$ cat config.mk
export PLATFORM = sky130hd
export DESIGN_NAME = stepper_seq
export DESIGN_NICKNAME = d
export VERILOG_FILES = /design/src/rtl/stepper_seq.sv
export SDC_FILE = /design/constraint.sdc
export NUM_CORES = 1
export LEC_CHECK = 0
export ABC_CLOCK_PERIOD_IN_PS = 3540
export BUFFER_PORTS_ARGS = -buffer_cell sky130_fd_sc_hd__clkbuf_2
export CAP_MARGIN = 40
export CORE_ASPECT_RATIO = 1.1
export CORE_MARGIN = 5
export CORE_UTILIZATION = 40
export CTS_BUF_LIST = sky130_fd_sc_hd__clkbuf_8
export CTS_CLUSTER_DIAMETER = 120
export CTS_CLUSTER_SIZE = 16
export DETAILED_ROUTE_END_ITERATION = 10
export GPL_TIMING_DRIVEN = 0
export PLACE_DENSITY = 0.61
export SLEW_MARGIN = 40
export SYNTH_ARGS = -nofsm -noshare
export SYNTH_HDL_FRONTEND = slang
export SYNTH_SLANG_ARGS = --single-unit
$ cat constraint.sdc
create_clock -name clk -period 3.54 [get_ports clk]
set_clock_uncertainty 0.1 [all_clocks]
set_input_delay 0.708 -clock clk [delete_from_list [all_inputs] [get_ports clk]]
set_output_delay 0.708 -clock clk [all_outputs]
set_load 0.01 [all_outputs]
$ cat src/rtl/stepper_seq.sv
// Stepper motion sequencer: accepts move commands and paces phase steps for a downstream driver.
// After a move the coils stay energised for a hold time, then the block releases them.
module stepper_seq #(
  parameter int MIN_PERIOD  = 16,
  parameter int HOLD_CYCLES = 1000000
) (
  input  logic        clk,
  input  logic        rst_n,
  input  logic        cmd_valid,
  output logic        cmd_ready,
  input  logic        cmd_dir,
  input  logic [15:0] cmd_steps,
  input  logic [15:0] cmd_period,
  input  logic        abort,
  output logic        enable,
  output logic        dir,
  output logic [2:0]  cnt8,
  output logic        busy,
  output logic        done,
  output logic [15:0] steps_left
);

  localparam int HW = (HOLD_CYCLES < 2) ? 1 : $clog2(HOLD_CYCLES + 1);
  // Zero and one hold cycles both mean leaving HOLD on the first count.
  localparam logic [HW-1:0] HOLD_LAST = (HOLD_CYCLES == 0) ? '0 : HW'(HOLD_CYCLES - 1);
  localparam logic [15:0]   MIN_P     = 16'(MIN_PERIOD);

  typedef enum logic [1:0] {IDLE, RUN, HOLD} state_t;

  state_t        state;
  logic [15:0]   period_m1;
  logic [15:0]   pcnt;
  logic [HW-1:0] hcnt;
  logic [15:0]   eff_period;
  logic [15:0]   eff_m1;
  logic          handshake;
  logic          step_term;

  assign cmd_ready = (state != RUN) && !abort && rst_n;

  always_comb begin
    eff_period = (cmd_period < MIN_P) ? MIN_P : cmd_period;
    eff_m1     = (eff_period == 16'd0) ? 16'd0 : eff_period - 16'd1;
    handshake  = cmd_valid && cmd_ready;
    step_term  = (pcnt == period_m1);
  end

  always_ff @(posedge clk) begin
    if (!rst_n) begin
      state      <= IDLE;
      enable     <= 1'b0;
      dir        <= 1'b0;
      cnt8       <= 3'd0;
      busy       <= 1'b0;
      done       <= 1'b0;
      steps_left <= 16'd0;
      period_m1  <= 16'd0;
      pcnt       <= 16'd0;
      hcnt       <= '0;
    end else begin
      done <= 1'b0;
      case (state)
        RUN: begin
          // Abort wins over a coinciding terminal count, so no step is taken.
          if (abort) begin
            state <= HOLD;
            busy  <= 1'b0;
            done  <= 1'b1;
            hcnt  <= '0;
          end else if (step_term) begin
            cnt8       <= cnt8 + 3'd1;
            steps_left <= steps_left - 16'd1;
            pcnt       <= 16'd0;
            if (steps_left == 16'd1) begin
              state <= HOLD;
              busy  <= 1'b0;
              done  <= 1'b1;
              hcnt  <= '0;
            end
          end else begin
            pcnt <= pcnt + 16'd1;
          end
        end
        default: begin
          if (handshake) begin
            dir        <= cmd_dir;
            steps_left <= cmd_steps;
            period_m1  <= eff_m1;
            pcnt       <= 16'd0;
            hcnt       <= '0;
            enable     <= 1'b1;
            if (cmd_steps == 16'd0) begin
              state <= HOLD;
              busy  <= 1'b0;
              done  <= 1'b1;
            end else begin
              state <= RUN;
              busy  <= 1'b1;
            end
          end else if (abort) begin
            state  <= IDLE;
            enable <= 1'b0;
            hcnt   <= '0;
          end else if (state == HOLD) begin
            if (hcnt == HOLD_LAST) begin
              state  <= IDLE;
              enable <= 1'b0;
              hcnt   <= '0;
            end else begin
              hcnt <= hcnt + HW'(1);
            end
          end
        end
      endcase
    end
  end

endmodule

==> results of run 1 <==
[state kept, by name, summed over array words and instances (netlist names)]
register    cells
busy            1
steps_left     16
done            1
hcnt           20
dir             1
enable          1
cnt8            3
period_m1      16
pcnt           16
state           2
[Yosys cell counts, types with 2 or more instances]
cell | instances | area share (%)
a211oi_1 | 9 | 1.5
a21oi_1 | 40 | 4.6
a21oi_2 | 3 | 0.60
a221oi_1 | 2 | 0.40
a22oi_1 | 3 | 0.52
a31oi_1 | 6 | 0.86
and3_1 | 3 | 0.43
and4_1 | 7 | 1.4
buf_2 | 3 | 0.34
buf_4 | 3 | 0.52
buf_6 | 3 | 0.77
clkbuf_1 | 12 | 1.0
clkbuf_8 | 2 | 0.63
dfxtp_1 | 77 | 35
ha_1 | 9 | 2.6
inv_1 | 9 | 0.77
nand2_1 | 52 | 4.5
nand2b_1 | 4 | 0.57
nand3_1 | 22 | 2.5
nand3b_1 | 2 | 0.34
nand4_1 | 10 | 1.4
nand4b_1 | 2 | 0.40
nor2_1 | 59 | 5.1
nor2b_1 | 3 | 0.43
nor3_1 | 22 | 2.5
nor4_1 | 14 | 2.0
nor4b_1 | 2 | 0.40
o211ai_1 | 7 | 1.2
o211ai_2 | 3 | 0.86
o21a_1 | 3 | 0.52
o21ai_0 | 27 | 3.1
o21ai_1 | 3 | 0.34
o21ai_2 | 2 | 0.40
o21ba_2 | 2 | 0.46
o31ai_1 | 8 | 1.4
or2_2 | 4 | 0.57
or3_1 | 11 | 1.6
or4_1 | 7 | 1.2
xnor2_1 | 19 | 3.8
xor2_1 | 32 | 6.4
[critical path: stages]
cell	delay, ns
buf_2	0.14
or4_1	0.46
or4_4	0.44
or2_0	0.23
buf_6	0.15
nand2_4	0.08
ha_4	0.14
or3b_4	0.41
nor4_4	0.16
o21ai_2	0.13
nor4_2	0.25
xnor2_1	0.12
a211oi_1	0.19
[path summary, 6_finish.rpt]
path | to | slack (ns) | cells after the start
setup reg to reg | hcnt[18] | 0.88 | 9
hold reg to reg | dir | 0.37 | 2
setup / recovery | period_m1[12] | 0.11 | 13
hold / removal | dir | 0.37 | 2
[where the power goes]
group          switching (W)  total [W]  leakage, nW  internal [W]
clock               0.000341   0.000776        0.108      0.000435
sequential         0.0000742    0.00101        0.625      0.000937
combinational       0.000514   0.000803         1.20      0.000288
total               0.000930    0.00259         1.94       0.00166
[metal layers]
layer  global-route usage [%]  share of wire [%]  up-vias  wire length (microns)
met4                     7.40                1.9        0                    228
met2                     31.2                 47      105                   5750
met5                        0                  0        -                      0
met3                     2.74                4.7       18                    572
met1                     24.9                 46     1962                   5560
li1                         -                  -     2098                      -
[stage by stage]
stage                     area, sq um  utilization [%]  TNS [ns]
final                            5160             47.8         0
after global routing             5160             47.8   -0.0630
after CTS                        5100             47.2         0
after detailed placement         4860             45.0     -1.10
after global placement           4860             45.0    -0.979
after floorplan                  4380                -   -0.0990
[layout make-up]
class	count	share of cell area (%)
plain buffers	23	2.79
clock buffers	11	2.93
clock inverters	5	1.60
inverters	10	0.727
multi-input cells	427	52.3
flip-flops and latches	77	29.8
well taps	147	3.56
repair buffers	62	6.27
[cells by family (layout without fill, tap and decap cells)]
group,count (synthesis),after routing,share of synthesized area (%)
multiplexers,1,1,0.229
buffers and inverters,33,111,4.15
adder cells (fa/ha/maj),9,9,2.58
AND/OR/NAND/NOR,233,233,27.5
AO/OA/AOI/OAI,133,133,20.0
XOR/XNOR,51,51,10.2
flip-flops,77,77,35.3
[repair_timing]
action,CTS,global route
endpoints found under the setup margin,0,4
buffers inserted,0,2
gates resized for setup,0,12
==> impl_metrics.csv, run 1 <==
group,metric,value,unit
min_path,hold_path.class,"register to register",
power,total_power,0.00259,W
die,die_area,0.0131,sq mm
layout,nNetsFinal,656,
timing,setup_viol,0,
timing,max-slew-margin-rel,46.8,%
global_route,grtUsageTotal,19.0,%
worst_setup_path,worstSetupPathType,"input port to register",
placement,io_buffers,59,
worst_setup_path,critical_path_required,3.71,ns
timing,rsz0062_at_grt,"yes",
layout,mostFrequentLayoutCell,"dfxtp_1",
power,ir_worst_vdd,0.218,mV
placement,place_hpwl,9.00,mm
layout,mostFrequentLayoutCells,"dfxtp_1, nor2_1, clkbuf_2",
clock_tree,cts-buffers-inserted,9,
power,power.density,501,mW/mm^2
detailed_routing,drt-pass1-iter-count,5,
global_route,gr-total-overflow,0,
timing,fin_hold_ws,0.366,ns
layout,multi_input_area,0.00270,sq mm
clock_tree,hold_buffers,0,
die,die_w,110,microns
logic_synthesis,ys_ff_latch,77,
clock_tree,cts_root_buffer,"clkbuf_8",
placement,placedCellCount,743,
timing,fmax,291,MHz
clock_tree,cts.path.max_buffers,2,
logic_synthesis,synth_area,0.00437,sq mm
global_route,grt_first_pass_wirelength,19.9,mm
die,pin_count,61,
layout,regArea,0.00154,sq mm
die,die_y,120,microns
global_route,grt_max_degree,14,
timing,tightest_slew,0.795,ns
logic_synthesis,async_reset_ff_share,0,%
worst_setup_path,cp_max_fo,8,
worst_setup_path,startpoint,"cmd_period[5]",
detailed_routing,wl_per_cell,15.9,microns
detailed_routing,dr.first_iter.drc_count,284,
detailed_routing,viasPerCell,5.49,
detailed_routing,ant_nets,0,
timing,final-max-slew-violation-count,0,
clock_tree,cts.sinks,77,
placement,pre_cts_slack,-0.334,ns
worst_setup_path,cp-start-kind,"input port",
logic_synthesis,synth_cells,537,
placement,place_congestion,0.894,
clock_tree,htreeDepth,3,
logic_synthesis,ys_seq_area_share,35.3,%
logic_synthesis,syn-num-nets,583,
clock_tree,cts.reportedPaths.clkPinSlew,0.09,ns
flow_run,drv_cap,0,
logic_synthesis,ys_types,66,
clock_tree,tritoncts,"yes",
timing,fin_crit_sh,97.0,%
layout,final_cells,762,
logic_synthesis,synthFlopType,"dfxtp_1",
global_route,grt_pass1_vias,4010,
die,core_area,0.0108,sq mm
layout,area_growth,18.2,%
worst_setup_path,crit_arrival,3.61,ns
clock_tree,clock_latency,0.36,ns
layout,fill_cells,1119,
layout,antennaDiodeCount,0,
timing,hold_viol,0,
outcome,outcome,"finished, final reports clean",
logic_synthesis,avgSynthCellArea,8.14,sq um
logic_synthesis,yosysWarningCount,0,
logic_synthesis,synth_edf_count,0,
power,p_leak,1.94,nW
detailed_routing,finalWirelength,12.1,mm
die,start_util,40.4,%
detailed_routing,drcViolationCount,0,
detailed_routing,routed-via-count,4183,
worst_setup_path,worstReg2RegStart,"state[1]",
min_path,holdCritStartpoint,"dir",
global_route,antenna_found_initial,0,
die,rows,40,
timing,min_period,3.43,ns
timing,layout_setup_ws,0.108,ns
layout,drive_gt1_share,19.2,%
worst_setup_path,setup.worst_path.end_class,"register",
(Power assumes the default switching activity.)
==> inputs of run 2 (changes only) <==
--- a/config.mk
+++ b/config.mk
@@ -16,6 +16,7 @@
 export CTS_CLUSTER_SIZE = 16
 export DETAILED_ROUTE_END_ITERATION = 10
 export GPL_TIMING_DRIVEN = 0
+export MAX_ROUTING_LAYER = met4
 export PLACE_DENSITY = 0.61
 export SLEW_MARGIN = 40
 export SYNTH_ARGS = -nofsm -noshare
==> run 2 against run 1 <==
Net effect:
- count of clock-buffer cells in the layout is 1 lower
- via count is 1.4% higher
- final cell count is 0.13% lower
- hold slack better by 0.0053 ns
- sequential cell count stayed put
- largest cell class unchanged
- sequential power hardly changed
- critical path type unchanged
- cell area is 0.22% lower
- sequential share of layout area is 0.065 points higher
- first-iteration DRC count is 0.35% lower
- clock power is 1% lower
- highest routed layer unchanged
- critical endpoint unchanged
- combinational power hardly changed
- fmax is 0.28% lower
==> impl_metrics.csv, run 2 (same netlist as run 1, synthesis figures left out) <==
group,metric,value,unit
worst_setup_path,slowest_delay,0.47,ns
detailed_routing,drcViolationCount,0,
die,die_y,120,microns
clock_tree,cts.reportedPaths.clkPinSlew,0.09,ns
placement,placedCellCount,743,
worst_setup_path,cp_max_fo,8,
global_route,grt_first_pass_wirelength,20.5,mm
placement,io_buffers,59,
timing,layout_setup_ws,0.0980,ns
placement,pre_cts_slack,-0.340,ns
timing,fmax,291,MHz
detailed_routing,routed-via-count,4240,
worst_setup_path,r2r_setup_slack,0.88,ns
worst_setup_path,cp-start-kind,"input port",
die,die_area,0.0131,sq mm
layout,antennaDiodeCount,0,
worst_setup_path,critical_path_required,3.72,ns
power,p_leak,1.94,nW
timing,fin_crit_sh,97.2,%
worst_setup_path,setup.worst_path.end_class,"register",
worst_setup_path,crit_chain,"clkbuf_2 -> or4_1 -> or4_4 -> or2_1 -> buf_6 -> nand2_4 -> ha_4 -> or3b_4 -> nor4_4 -> o21ai_2 -> nor4_2 -> xnor2_1 -> a211oi_1",
power,seqPwrFrac,39.2,%
worst_setup_path,crit_family,"simple AND/OR/NAND/NOR gates",
min_path,holdCritStartpoint,"dir",
timing,setup_viol,0,
global_route,gr-total-overflow,0,
layout,regArea,0.00154,sq mm
global_route,antenna_found_initial,0,
clock_tree,cts_root_buffer,"clkbuf_8",
layout,fill_cells,1131,
timing,hold_viol,0,
power,ir_worst_vdd,0.209,mV
min_path,holdPathStages,2,
timing,max-slew-margin-rel,44.0,%
clock_tree,htreeDepth,3,
layout,multi_input_area,0.00270,sq mm
worst_setup_path,crit_arrival,3.62,ns
detailed_routing,wl_per_cell,16.0,microns
clock_tree,hold_buffers,0,
outcome,outcome,"finished, final reports clean",
worst_setup_path,reg2reg_depth,9,
timing,final-max-slew-violation-count,0,
power,p_int,0.00164,W
power,power.density,500,mW/mm^2
layout,mostFrequentLayoutCell,"dfxtp_1",
layout,area_growth,18.0,%
power,clockPowerShare,29.7,%
placement,place_congestion,0.919,
clock_tree,cts.path.max_buffers,2,
power,p_sw,0.000938,W
min_path,hold_path.class,"register to register",
detailed_routing,ant_nets,0,
worst_setup_path,slowest_stage,"or4_1",
detailed_routing,finalWirelength,12.2,mm
layout,largest-register,"hcnt",
worst_setup_path,worstSetupPathType,"input port to register",
power,total_power,0.00258,W
worst_setup_path,worstReg2RegStart,"state[1]",
clock_tree,clock_latency,0.36,ns
timing,rsz0062_at_grt,"yes",
power,swShare,36.4,%
global_route,grt_pass1_vias,4227,
clock_tree,cts-buffers-inserted,9,
detailed_routing,viasPerCell,5.57,
layout,final_cells,761,
min_path,holdPathEnd,"dir",
timing,tightest_slew,0.837,ns
clock_tree,tritoncts,"yes",
die,core_area,0.0108,sq mm
die,die_w,110,microns
detailed_routing,dr.first_iter.drc_count,283,
worst_setup_path,r2r-end,"hcnt[18]",
global_route,grt_max_degree,14,
die,pin_count,61,
layout,nNetsFinal,655,
power,pwr-share-comb,31.1,%
die,rows,40,
layout,mostFrequentLayoutCells,"dfxtp_1, nor2_1, clkbuf_2",
layout,largest_register_ffs,20,
flow_run,drv_cap,0,
placement,place_hpwl,9.08,mm
layout,drive_gt1_share,19.1,%
layout,finish.utilization,47.7,%
worst_setup_path,crit_buf_inv,2,
timing,min_period,3.44,ns
die,start_util,40.4,%
global_route,grtUsageTotal,20.1,%
clock_tree,cts.sinks,77,
detailed_routing,drt-pass1-iter-count,5,
run 2: changes by cell type in the layout (fill, tap and decap cells not counted), sizes merged:
cell	previous run	this run
clkinvlp	3	1
buf	14	13
clkinv	1	4
clkbuf	82	81
run 2: worst max path at each step:
stage / startpoint / to / slack [ns] / depth (start not counted)
finish: cmd_period[5] / period_m1[12] / 0.1 / 13
global route: cmd_period[8] / period_m1[12] / -0.07 / 13
CTS: cmd_period[8] / period_m1[12] / 0.04 / 13
detailed placement: cmd_period[8] / period_m1[12] / -0.34 / 13
global placement: cmd_period[8] / period_m1[14] / -0.28 / 13
floorplan: cmd_period[14] / period_m1[12] / -0.06 / 12
run 2: area by class of cell:
type                    instances  share of cell area (%)
plain buffers                  23                    2.79
clock buffers                  10                    2.67
clock inverters                 6                    1.68
inverters                      10                   0.728
multi-input cells             427                    52.4
flip-flops and latches         77                    29.9
well taps                     147                    3.57
repair buffers                 61                    6.26
run 2: worst min-delay path: cells and delay by family, from the launching register on:
family	cells	cell delay, ns
compound gates	1	0.05
simple gates	1	0.05
flops	1	0.32
run 2: power groups by stage:
stage / sequential (W) / clock [W] / combinational [W]
6_report: 0.00101 / 0.000765 / 0.000800
5_1_grt: 0.00102 / 0.000822 / 0.000883
4_1_cts: 0.00101 / 0.000780 / 0.000788
3_5_place_dp: 0.00103 / 0 / 0.000783
3_3_place_gp: 0.00103 / 0 / 0.000780
2_1_floorplan: 0.00102 / 0 / 0.000538
run 2: what timing repair did:
action                     CTS  global route
setup endpoints to repair    0             4
gates resized for setup      0            13
setup buffers                0             2
run 2: per-stage QoR:
step | hold slack (ns) | instance area, sq um | TNS (ns)
after floorplan | 0.343 | 4380 | -0.0990
after global routing | 0.406 | 5150 | -0.0673
after detailed placement | 0.359 | 4860 | -1.11
final | 0.371 | 5150 | 0
after CTS | 0.372 | 5090 | 0
after global placement | 0.358 | 4860 | -0.979
run 2: metal layers:
layer	GRT usage, %	wire length, microns
met3	2.69	633
met4	9.12	276
met5	-	0
met1	25.1	5450
met2	32.3	5850
